### src/rtl/adpcm_channel_scheduler.sv
// Shares one stateless IMA-ADPCM encode core across NUM_CH sample streams. The block holds the
// per-channel predictor context and packs pairs of 4-bit codes into bytes tagged with a channel.

module adpcm_ch_ctx (
    input  logic        clk,
    input  logic        reset,
    input  logic        clear,
    input  logic        wr_en,
    input  logic [15:0] wr_pred,
    input  logic [6:0]  wr_index,
    input  logic [3:0]  wr_code,
    output logic [15:0] pred,
    output logic [6:0]  index,
    output logic        half,
    output logic [3:0]  lo
);
    // A clear wins over a same-cycle write-back, so that encode's code is dropped.
    always_ff @(posedge clk) begin
        if (reset) begin
            pred  <= '0;
            index <= '0;
            half  <= 1'b0;
            lo    <= '0;
        end else if (clear) begin
            pred  <= '0;
            index <= '0;
            half  <= 1'b0;
        end else if (wr_en) begin
            pred  <= wr_pred;
            index <= wr_index;
            half  <= ~half;
            if (!half)
                lo <= wr_code;
        end
    end
endmodule

module adpcm_channel_scheduler #(
    parameter int NUM_CH = 4,
    parameter int CH_W   = $clog2(NUM_CH)
) (
    input  logic                 clk,
    input  logic                 reset,
    input  logic [NUM_CH-1:0]    s_valid,
    output logic [NUM_CH-1:0]    s_ready,
    input  logic [16*NUM_CH-1:0] s_sample,
    input  logic [NUM_CH-1:0]    ch_clear,
    output logic [15:0]          core_sample,
    output logic [15:0]          core_pred,
    output logic [6:0]           core_index,
    input  logic [3:0]           core_code,
    input  logic [15:0]          core_next_pred,
    input  logic [6:0]           core_next_index,
    output logic                 m_valid,
    input  logic                 m_ready,
    output logic [7:0]           m_data,
    output logic [CH_W-1:0]      m_ch
);
    typedef enum logic [1:0] {IDLE, ENC, OUT} state_t;

    state_t                  state;
    logic [CH_W-1:0]         last_grant;
    logic [CH_W-1:0]         cur_ch;
    logic                    grant_any;
    logic [CH_W-1:0]         grant_ch;
    logic [15:0]             sel_sample;
    logic [NUM_CH-1:0]       enc_wr;
    logic [NUM_CH-1:0][15:0] ctx_pred;
    logic [NUM_CH-1:0][6:0]  ctx_index;
    logic [NUM_CH-1:0]       ctx_half;
    logic [NUM_CH-1:0][3:0]  ctx_lo;

    // Round-robin search starting one past the last grant.
    always_comb begin
        int idx;
        idx       = 0;
        grant_any = 1'b0;
        grant_ch  = '0;
        for (int k = 1; k <= NUM_CH; k++) begin
            idx = (int'(last_grant) + k) % NUM_CH;
            if (!grant_any && s_valid[CH_W'(idx)]) begin
                grant_any = 1'b1;
                grant_ch  = CH_W'(idx);
            end
        end
    end

    always_comb begin
        sel_sample = '0;
        for (int i = 0; i < NUM_CH; i++)
            if (grant_ch == CH_W'(i))
                sel_sample = s_sample[16*i +: 16];
    end

    always_comb begin
        s_ready = '0;
        if (state == IDLE && grant_any)
            s_ready[grant_ch] = 1'b1;
    end

    always_comb begin
        enc_wr = '0;
        if (state == ENC)
            enc_wr[cur_ch] = 1'b1;
    end

    for (genvar i = 0; i < NUM_CH; i++) begin : g_ctx
        adpcm_ch_ctx u_ctx (
            .clk      (clk),
            .reset    (reset),
            .clear    (ch_clear[i]),
            .wr_en    (enc_wr[i]),
            .wr_pred  (core_next_pred),
            .wr_index (core_next_index),
            .wr_code  (core_code),
            .pred     (ctx_pred[i]),
            .index    (ctx_index[i]),
            .half     (ctx_half[i]),
            .lo       (ctx_lo[i])
        );
    end

    always_ff @(posedge clk) begin
        if (reset) begin
            state       <= IDLE;
            last_grant  <= CH_W'(NUM_CH - 1);
            cur_ch      <= '0;
            core_sample <= '0;
            core_pred   <= '0;
            core_index  <= '0;
            m_valid     <= 1'b0;
            m_data      <= '0;
            m_ch        <= '0;
        end else begin
            case (state)
                IDLE: if (grant_any) begin
                    last_grant  <= grant_ch;
                    cur_ch      <= grant_ch;
                    core_sample <= sel_sample;
                    // A clear landing on the grant edge must already be visible to this encode.
                    core_pred   <= ch_clear[grant_ch] ? '0 : ctx_pred[grant_ch];
                    core_index  <= ch_clear[grant_ch] ? '0 : ctx_index[grant_ch];
                    state       <= ENC;
                end
                ENC: begin
                    if (ch_clear[cur_ch] || !ctx_half[cur_ch]) begin
                        state <= IDLE;
                    end else begin
                        m_data  <= {core_code, ctx_lo[cur_ch]};
                        m_ch    <= cur_ch;
                        m_valid <= 1'b1;
                        state   <= OUT;
                    end
                end
                OUT: if (m_ready) begin
                    m_valid <= 1'b0;
                    state   <= IDLE;
                end
                default: state <= IDLE;
            endcase
        end
    end
endmodule

### config.mk
export PLATFORM = sky130hd
export DESIGN_NAME = adpcm_channel_scheduler
export DESIGN_NICKNAME = d
export VERILOG_FILES = /design/src/rtl/adpcm_channel_scheduler.sv
export SDC_FILE = /design/constraint.sdc
export NUM_CORES = 1
export LEC_CHECK = 0
export ABC_AREA = 1
export CAP_MARGIN = 20
export CORE_UTILIZATION = 53
export DETAILED_ROUTE_END_ITERATION = 8
export GPL_TIMING_DRIVEN = 1
export PLACE_DENSITY = 0.93
export SKIP_CTS_REPAIR_TIMING = 1
export SLEW_MARGIN = 20
export SYNTH_ARGS = -nofsm -noshare
export SYNTH_HDL_FRONTEND = slang
export SYNTH_HIERARCHICAL = 1
export SYNTH_SLANG_ARGS = --single-unit
export TNS_END_PERCENT = 30
### constraint.sdc
create_clock -name clk -period 2.32 [get_ports clk]
set_input_delay 0.232 -clock clk [delete_from_list [all_inputs] [get_ports clk]]
set_output_delay 0.232 -clock clk [all_outputs]
set_load 0.005 [all_outputs]
==> flow_summary.json, run 1 <==
{
  "status": "finished, violations left",
  "violations": "setup timing",
  "clk_pin_slew_ps": 70,
  "post-layout-total-power_mw": 13.7,
  "yosysTopAreaCellShare_pct": 40.2,
  "grt_pass1_vias": 8351,
  "cts_tree": "built",
  "antenna_found_initial": 1,
  "finalSetupTns_ps": -2350,
  "drt_iter0_drc": 1510,
  "cts.htree.levels": 4,
  "finalSetupViolCount": 39,
  "final_cell_mix": "nand2_1 (498), dfxtp_1 (167), clkdlybuf4s50_1 (151)",
  "wl_per_cell_um": 18.7,
  "grt_first_pass_wirelength_um": 41600,
  "area_growth_pct": 29.8,
  "worstMarginPinSlew_ps": 671,
  "grt_overflow": 0,
  "clk_latency_ps": 450,
  "cts.path.max_buffers": 2,
  "hold_path_end": "g_ctx[1].u_ctx/pred[3]$_SDFFE_PP0P_",
  "post-route-drc-count": 0,
  "vdd_drop_max_v": 0.000952,
  "start_util_pct": 54.6,
  "fin_nets": 1454,
  "ys_ff_latch": 168,
  "gp_congestion": 0.904,
  "cp.required_ps": 2090,
  "worstPathArrival_ps": 2250,
  "cts_sinks": 168,
  "min_path_cells": 3,
  "boundaryPins": 156,
  "final_common_cell": "nand2_1",
  "dp_worst_setup_slack_ps": -164,
  "avgViaCountPerCell": 5.90,
  "final_util_pct": 70.9,
  "dp_hpwl_um": 16900,
  "reg2reg_slack_ps": -160,
  "avgSynthCellArea_um2": 6.97,
  "p_per_area_nw_per_um2": 1270,
  "vias": 9310,
  "die_x_um": 128,
  "yosysUniqueCellTypes": 30,
  "final.setup.worst_slack_ps": -159,
  "fmaxAchievable_mhz": 403,
  "slew_headroom_pct": 55.2,
  "end_kind": "output port",
  "critPathLaunchType": "register",
  "yosysWarningCount": 6,
  "grt_max_degree": 32,
  "synth_area_leaders": "dfxtp_1 (40%), nand2_1 (23%), a21oi_2 (9.4%)",
  "ff2ff_path_depth": 17,
  "hold_viol": 0,
  "rows": 45,
  "totalWireLength_um": 29500,
  "period_share_pct": 107,
  "min_path_type": "primary input to register",
  "yosys.area.top_type": "dfxtp_1",
  "hold_start": "core_next_pred[3]",
  "seq_area_frac_synth_pct": 40.2,
  "crit_fanout": 5,
  "drive_gt1_share_pct": 17.1,
  "cap_violations": 0,
  "fill_cells": 1055,
  "rr_startpoint": "last_grant[1]$_SDFFE_PP1N_",
  "ant_nets": 0,
  "grt.total_usage_pct": 32.1,
  "rsz0062_at_grt": "yes",
  "synth_fp_nets": 1302,
  "syn_area_um2": 8360,
  "dieArea_um2": 16300,
  "slew_violations": 0,
  "finalCriticalPeriod_ps": 2480,
  "cts-buffers-inserted": 17,
  "core_area_um2": 15300,
  "r2r_end": "core_pred[14]$_SDFFE_PP0N_",
  "drtPass1Iterations": 9,
  "port_buffers": 155,
  "synthCells": 1200,
  "die_h_um": 128,
  "p_leak_nw": 4.23,
  "fin_skew_ps": 12.9,
  "critPathKind": "register to output port",
  "cts_root_buffer": "clkbuf_16"
}
[synth_stat cells]
cell	count
nor2_4	3
clkbuf_1	13
o31ai_1	1
nand3_2	10
inv_1	43
buf_4	9
a21oi_2	90
a221oi_1	4
or2_1	8
clkbuf_2	1
a22o_1	4
buf_8	1
o221ai_1	1
dfxtp_1	168
nor3_1	3
nand2_2	2
buf_12	1
buf_2	36
nand3_1	100
inv_2	7
o211ai_1	2
nor2_2	4
nand2_4	4
nor2_1	66
nand3b_1	1
a22oi_1	1
o21ai_0	29
nand2_1	511
a21oi_1	62
buf_6	15
[worst max-delay path by stage]
stage | start | endpoint | slack [ps] | cells after the start
after floorplan | last_grant[0]$_SDFFE_PP1N_ | s_ready[2] | 360 | 14
after global placement | s_valid[0] | s_ready[3] | -100 | 12
after detailed placement | s_valid[3] | core_sample[14]$_SDFFE_PP0N_ | -160 | 18
after CTS | last_grant[0]$_SDFFE_PP1N_ | s_ready[3] | -620 | 12
after global routing | last_grant[1]$_SDFFE_PP1N_ | s_ready[0] | -260 | 11
final | last_grant[1]$_SDFFE_PP1N_ | s_ready[0] | -160 | 11
[layer usage]
layer  global-route usage [%]  wire length [um]  vias up
met5                        0                 0        -
met4                     15.8              1720        0
met3                     7.41              3760      192
met2                     52.6             13600      771
met1                     39.7             10400     4209
li1                         -                 -     4138
[cells by family after synthesis]
| logic type | after synthesis | synth area share [%] |
|---|---|---|
| compound gates | 194 | 16.2 |
| buf+inv | 126 | 8.29 |
| flops | 168 | 40.2 |
| simple gates | 712 | 35.3 |
[state kept, by name, summed over array words and instances, names as in the netlist, 4 cells and up]
name	flops
g_ctx.u_ctx/pred	64
g_ctx.u_ctx/index	28
core_pred	16
core_sample	16
g_ctx.u_ctx/lo	16
m_data	8
core_index	7
g_ctx.u_ctx/half	4
[layout make-up]
class                      instances  area (um2)  area share [%]
tap                              211         264            2.43
clock buffer                      20         447            4.11
antenna                            1        2.50          0.0230
sequential                       168        3370            31.0
timing repair buffer             208        2060            19.0
multi-input combinational        907        4410            40.6
inverter                          50         190            1.75
clock inverter                    12         119            1.09
[per-stage QoR]
step           instance area (um2)  hold WS (ps)  cells
6_report                     10900           455   1577
5_1_grt                      10900           460   1577
4_1_cts                      10700           456   1565
3_5_place_dp                 10100           453   1533
3_3_place_gp                 10100           449   1533
2_1_floorplan                 8360           369   1200
[report_power, final]
| group | internal [mW] | leakage, nW | switching [mW] |
|---|---|---|---|
| sequential | 3.15 | 1.36 | 0.180 |
| combinational | 2.71 | 2.61 | 4.93 |
| clock | 1.52 | 0.262 | 1.26 |
[critical path, stage by stage (launching register included)]
cell and delay [ps]:
dfxtp_1 390, inv_2 80, nand2_1 110, nand2_2 90, nand2_1 90, nand2_2 80
nor2_4 160, nand3_2 130, nand2_2 130, nand2_4 80, nor3_1 260, clkbuf_2 180
(Power assumes the default switching activity.)
==> run 2: changes to the inputs <==
- CORE_MARGIN: not set -> 3
==> flow_summary.json, run 2 (synthesis gave the netlist of run 1 again) <==
{
  "status": "completed",
  "finalCriticalPeriod_ps": 2310,
  "drt_iter0_drc": 1261,
  "antenna_found_initial": 1,
  "drive_gt1_share_pct": 17.1,
  "cts-buffers-inserted": 17,
  "avgViaCountPerCell": 5.72,
  "fill_cells": 1101,
  "stdcell_area_um2": 10900,
  "cts_tree": "built",
  "cts_sinks": 168,
  "p_comb_share_pct": 53.6,
  "grt_first_pass_wirelength_um": 41900,
  "ant_nets": 0,
  "power_switching_mw": 6.01,
  "cp.required_ps": 2640,
  "r2r_end": "core_sample[3]$_SDFFE_PP0N_",
  "final.setup.worst_slack_ps": 5.21,
  "switching_share_pct": 44.7,
  "die_x_um": 132,
  "critPathLaunchType": "register",
  "crit_buf_inv": 3,
  "vias": 8987,
  "grt_pass1_vias": 8460,
  "period_share_pct": 99.8,
  "area_growth_pct": 29.9,
  "port_buffers": 155,
  "slew_headroom_pct": 54.1,
  "vdd_drop_max_v": 0.000997,
  "finalSetupViolCount": 0,
  "post-route-drc-count": 0,
  "reg2reg_slack_ps": 5,
  "top_regs": "g_ctx.u_ctx/pred x64, g_ctx.u_ctx/index x28",
  "cts_root_buffer": "clkbuf_16",
  "cp_top_family": "simple AND/OR/NAND/NOR gates",
  "whs_ps": 462,
  "ff2ff_path_depth": 17,
  "fmaxAchievable_mhz": 432,
  "grt_overflow": 0,
  "p_per_area_nw_per_um2": 1240,
  "crit_path_top_delay_cell": "dfxtp_2",
  "cts.path.max_buffers": 2,
  "cts.htree.levels": 4,
  "min_path_cells": 3,
  "start_util_pct": 54.6,
  "rr_startpoint": "last_grant[0]$_SDFFE_PP1N_",
  "clk_pin_slew_ps": 70,
  "rows": 45,
  "final_cell_mix": "nand2_1 (496), dfxtp_1 (166), clkdlybuf4s50_1 (151)",
  "end_kind": "register",
  "wl_per_cell_um": 17.5,
  "hold_path_end": "g_ctx[3].u_ctx/pred[10]$_SDFFE_PP0P_",
  "totalWireLength_um": 27500,
  "p_leak_nw": 4.25,
  "p_int_mw": 7.44,
  "dieArea_um2": 17300,
  "min_path_type": "primary input to register",
  "final_common_cell": "nand2_1",
  "clkPwrFrac_pct": 21.8,
  "boundaryPins": 156,
  "core_area_um2": 15300,
  "die_h_um": 132,
  "slew_violations": 0,
  "worstMarginPinSlew_ps": 687,
  "seq_power_share_pct": 24.6,
  "worstPathArrival_ps": 2630,
  "post-layout-total-power_mw": 13.4,
  "crit_chain": "inv_2 > nand2_1 > nand2_2 > nand2_1 > nand2_1 > nand2_1 > nand2_1 > nor2_2 > nand2_2 > nand2_4 > buf_4 > nand2_4 > clkinvlp_4 > nand2_1 > nand2_1 > nor2_1 > nor2_1",
  "crit_fanout": 12,
  "dp_worst_setup_slack_ps": -194,
  "cpMostUsedCell": "nand2_1",
  "cpPeakStageDelay_ps": 340,
  "clk_latency_ps": 430,
  "rsz0062_at_grt": "yes",
  "cap_violations": 0,
  "grt.total_usage_pct": 28.9,
  "dp_hpwl_um": 16800,
  "finalSetupTns_ps": 0,
  "postPlaceCellArea_um2": 10100,
  "hold_viol": 0,
  "critPathKind": "register to register",
  "grt_max_degree": 47,
  "drtPass1Iterations": 6,
  "gp_congestion": 0.896,
  "top_register": "g_ctx.u_ctx/pred",
  "fin_nets": 1449,
  "largest_register_ffs": 64,
  "fin_skew_ps": 11.9,
  "hold_start": "core_next_pred[10]"
}
==> run 2: changes by cell type in the layout (fill, tap and decap cells not counted), moves of 2 or more <==
cell	change
clkinvlp_4	-4
bufinv_16	+2
clkinv_2	+3
dfxtp_2	+2
buf_12	-5
buf_4	-4
nand2_2	+2
nand3_2	-2
nand2_1	-2
nand3_4	+2
==> run 2: layer usage <==
metal	global-route usage (%)	routed length, um	vias up
li1	-	-	4126
met1	36.7	10400	4098
met2	46.6	12800	638
met3	6.13	3190	125
met4	14.6	1140	0
met5	0	0	-
==> run 2: how the worst max path moves through the flow <==
stage | endpoint | slack, ps | startpoint | depth (start not counted)
floorplan | s_ready[2] | 360 | last_grant[0]$_SDFFE_PP1N_ | 14
finish | core_sample[3]$_SDFFE_PP0N_ | 5 | last_grant[0]$_SDFFE_PP1N_ | 17
global placement | s_ready[3] | -130 | s_valid[0] | 12
global route | core_sample[9]$_SDFFE_PP0N_ | -140 | last_grant[0]$_SDFFE_PP1N_ | 17
detailed placement | s_ready[3] | -190 | s_valid[2] | 12
CTS | s_ready[3] | -520 | last_grant[0]$_SDFFE_PP1N_ | 12
==> run 2: worst reg2reg max path, cell delays in order (launching register included) <==
cell,delay [ps]
dfxtp_2,340
inv_2,120
nand2_1,90
nand2_2,110
nand2_1,60
nand2_1,100
nand2_1,70
nand2_1,130
nor2_2,50
nand2_2,90
nand2_4,80
buf_4,180
nand2_4,90
clkinvlp_4,230
nand2_1,160
nand2_1,60
nor2_1,160
nor2_1,80
==> run 2: final cells by class <==
class                      instances  area (um2)  area share [%]
antenna                            1        2.50          0.0230
clock buffer                      19         433            3.99
clock inverter                    13         165            1.52
inverter                          50         191            1.76
multi-input combinational        908        4430            40.8
sequential                       168        3370            31.0
tap                              211         264            2.43
timing repair buffer             202        2010            18.5
==> run 2: per-stage QoR <==
step                util, %  instances
finish                 70.9       1572
global route           70.9       1572
CTS                    69.6       1564
detailed placement     65.7       1532
global placement       65.7       1532
floorplan                 -       1200
==> run 2: power by group through the flow <==
stage          Clock, mW  Sequential [mW]  Combinational, mW
6_report            2.94             3.31               7.20
3_5_place_dp           0             3.35               6.16
5_1_grt             3.06             3.33               7.63
2_1_floorplan          0             3.33               4.21
4_1_cts             2.92             3.30               6.26
3_3_place_gp           0             3.33               6.06
==> run 3: changes to the inputs <==
- TNS_END_PERCENT: 30 -> not set
- clock period: 2.32 -> 2.2 ns (I/O delays scaled with it)
==> flow_summary.json, run 3 (synthesis gave the netlist of run 1 again) <==
{
  "violations": "setup timing",
  "worstMarginPinSlew_ps": 716,
  "antenna_found_initial": 1,
  "finalNonFillerCells": 1584,
  "period_share_pct": 110,
  "fin_nets": 1461,
  "ff2ff_path_depth": 15,
  "final_util_pct": 73.3,
  "grt_first_pass_wirelength_um": 41500,
  "finalCriticalPeriod_ps": 2410,
  "dp.cells": 1539,
  "critPathLaunchType": "register",
  "dp_hpwl_um": 17000,
  "end_kind": "register",
  "top_register": "g_ctx.u_ctx/pred",
  "worstPathArrival_ps": 2780,
  "grt_pass1_vias": 8205,
  "port_buffers": 155,
  "avgViaCountPerCell": 5.91,
  "cp_top_family": "simple AND/OR/NAND/NOR gates",
  "final.setup.worst_slack_ps": -210,
  "cp.required_ps": 2570,
  "rows": 45,
  "crit_buf_inv": 3,
  "grt.total_usage_pct": 29.0,
  "start_util_pct": 54.6,
  "crit_path_top_delay_cell": "dfxtp_2",
  "post-route-drc-count": 0,
  "p_per_area_nw_per_um2": 1380,
  "drive_gt1_share_pct": 20.0,
  "crit_start": "last_grant[0]$_SDFFE_PP1N_",
  "crit_fanout": 17,
  "cts_tree": "built",
  "drt_iter0_drc": 1421,
  "status": "finished, violations left",
  "cts.htree.levels": 4,
  "rr_startpoint": "last_grant[0]$_SDFFE_PP1N_",
  "min_path_cells": 3,
  "cap_violations": 0,
  "clk_pin_slew_ps": 60,
  "final_common_cell": "nand2_1",
  "cpPeakStageDelay_ps": 340,
  "die_x_um": 132,
  "clk_latency_ps": 450,
  "dieArea_um2": 17300,
  "final_cell_mix": "nand2_1 (475), dfxtp_1 (166), clkdlybuf4s50_1 (151)",
  "top_regs": "g_ctx.u_ctx/pred x64, g_ctx.u_ctx/index x28",
  "cp.depth": 15,
  "drtPass1Iterations": 6,
  "r2r_end": "core_index[2]$_SDFFE_PP0N_",
  "dp_worst_setup_slack_ps": -303,
  "hold_viol": 0,
  "largest_register_ffs": 64,
  "crit_chain": "buf_8 > nand2_4 > nand2_4 > nand2_2 > nand2_4 > nor2_4 > nand2_2 > nor2_2 > inv_1 > nand2_8 > buf_6 > nand2_2 > nand2_8 > nand3_1 > a21oi_2",
  "crit_path_end": "core_index[2]$_SDFFE_PP0N_",
  "grt_max_degree": 47,
  "critPathKind": "register to register",
  "fmaxAchievable_mhz": 415,
  "ant_nets": 0,
  "fin_skew_ps": 10.7,
  "finalSetupViolCount": 39,
  "finalSetupTns_ps": -2830,
  "boundaryPins": 156,
  "totalWireLength_um": 30000,
  "area_growth_pct": 34.2,
  "cts.path.max_buffers": 2,
  "gp_congestion": 0.902,
  "wl_per_cell_um": 19.0,
  "slew_headroom_pct": 52.2,
  "reg2reg_slack_ps": -210,
  "p_leak_nw": 4.36,
  "rsz0062_at_grt": "yes",
  "min_path_type": "primary input to register",
  "die_h_um": 132,
  "slew_violations": 0,
  "core_area_um2": 15300,
  "vdd_drop_max_v": 0.000851,
  "whs_ps": 429,
  "cts_sinks": 168,
  "cts-buffers-inserted": 17,
  "grt_overflow": 0,
  "vias": 9355,
  "cts_root_buffer": "clkbuf_16"
}
==> run 3: cell types whose count changed in the layout (fill, tap and decap cells not counted), moves of 4 or more <==
cell     delta
nand2_1    -21
buf_6       +4
nand2_2     +8
nand2_4    +11
==> run 3: power by group <==
group | switching [mW] | leakage [nW] | total [mW] | internal (mW)
sequential | 0.189 | 1.36 | 3.51 | 3.32
clock | 1.30 | 0.294 | 3.16 | 1.86
combinational | 5.51 | 2.71 | 8.77 | 3.26
total | 7.00 | 4.36 | 15.4 | 8.44
==> run 3: worst min-delay path by stage <==
stage	startpoint	to	slack [ps]
after global placement	g_ctx[0].u_ctx/pred[13]$_SDFFE_PP0P_	g_ctx[0].u_ctx/pred[13]$_SDFFE_PP0P_	450
after detailed placement	g_ctx[1].u_ctx/pred[12]$_SDFFE_PP0P_	g_ctx[1].u_ctx/pred[12]$_SDFFE_PP0P_	450
after global routing	core_next_index[3]	g_ctx[2].u_ctx/index[3]$_SDFFE_PP0P_	440
final	core_next_pred[10]	g_ctx[1].u_ctx/pred[10]$_SDFFE_PP0P_	430
after CTS	core_next_pred[10]	g_ctx[1].u_ctx/pred[10]$_SDFFE_PP0P_	420
after floorplan	core_next_pred[10]	g_ctx[0].u_ctx/pred[10]$_SDFFE_PP0P_	360
==> run 3: metal layers <==
layer / part of all wire [%] / vias to the layer above / GRT usage (%)
met3: 12 / 179 / 5.86
met1: 37 / 4243 / 38.0
met4: 5.4 / 0 / 14.1
met2: 46 / 763 / 45.8
li1: - / 4170 / -
met5: 0 / - / 0
==> run 3: per-stage QoR <==
stage | cell area, um2 | power [mW]
finish | 11200 | 15.4
global route | 11200 | 16.0
CTS | 10700 | 13.3
detailed placement | 10100 | 10.2
global placement | 10100 | 10.1
floorplan | 8360 | 7.95
==> run 3: layout make-up <==
| class | count | area [um2] |
|---|---|---|
| multi-input combinational | 908 | 4620 |
| fill | 1004 | 4090 |
| sequential | 168 | 3370 |
| timing repair buffer | 213 | 2150 |
| clock buffer | 23 | 468 |
| tap | 211 | 264 |
| inverter | 50 | 199 |
| clock inverter | 9 | 140 |
| timing repair inverter | 1 | 7.51 |
| antenna | 1 | 2.50 |
==> run 3: tightest hold or removal path, cell delays in order <==
cell             delay (ps)
clkdlybuf4s50_1         470
nand2_1                  80
a21oi_1                  60
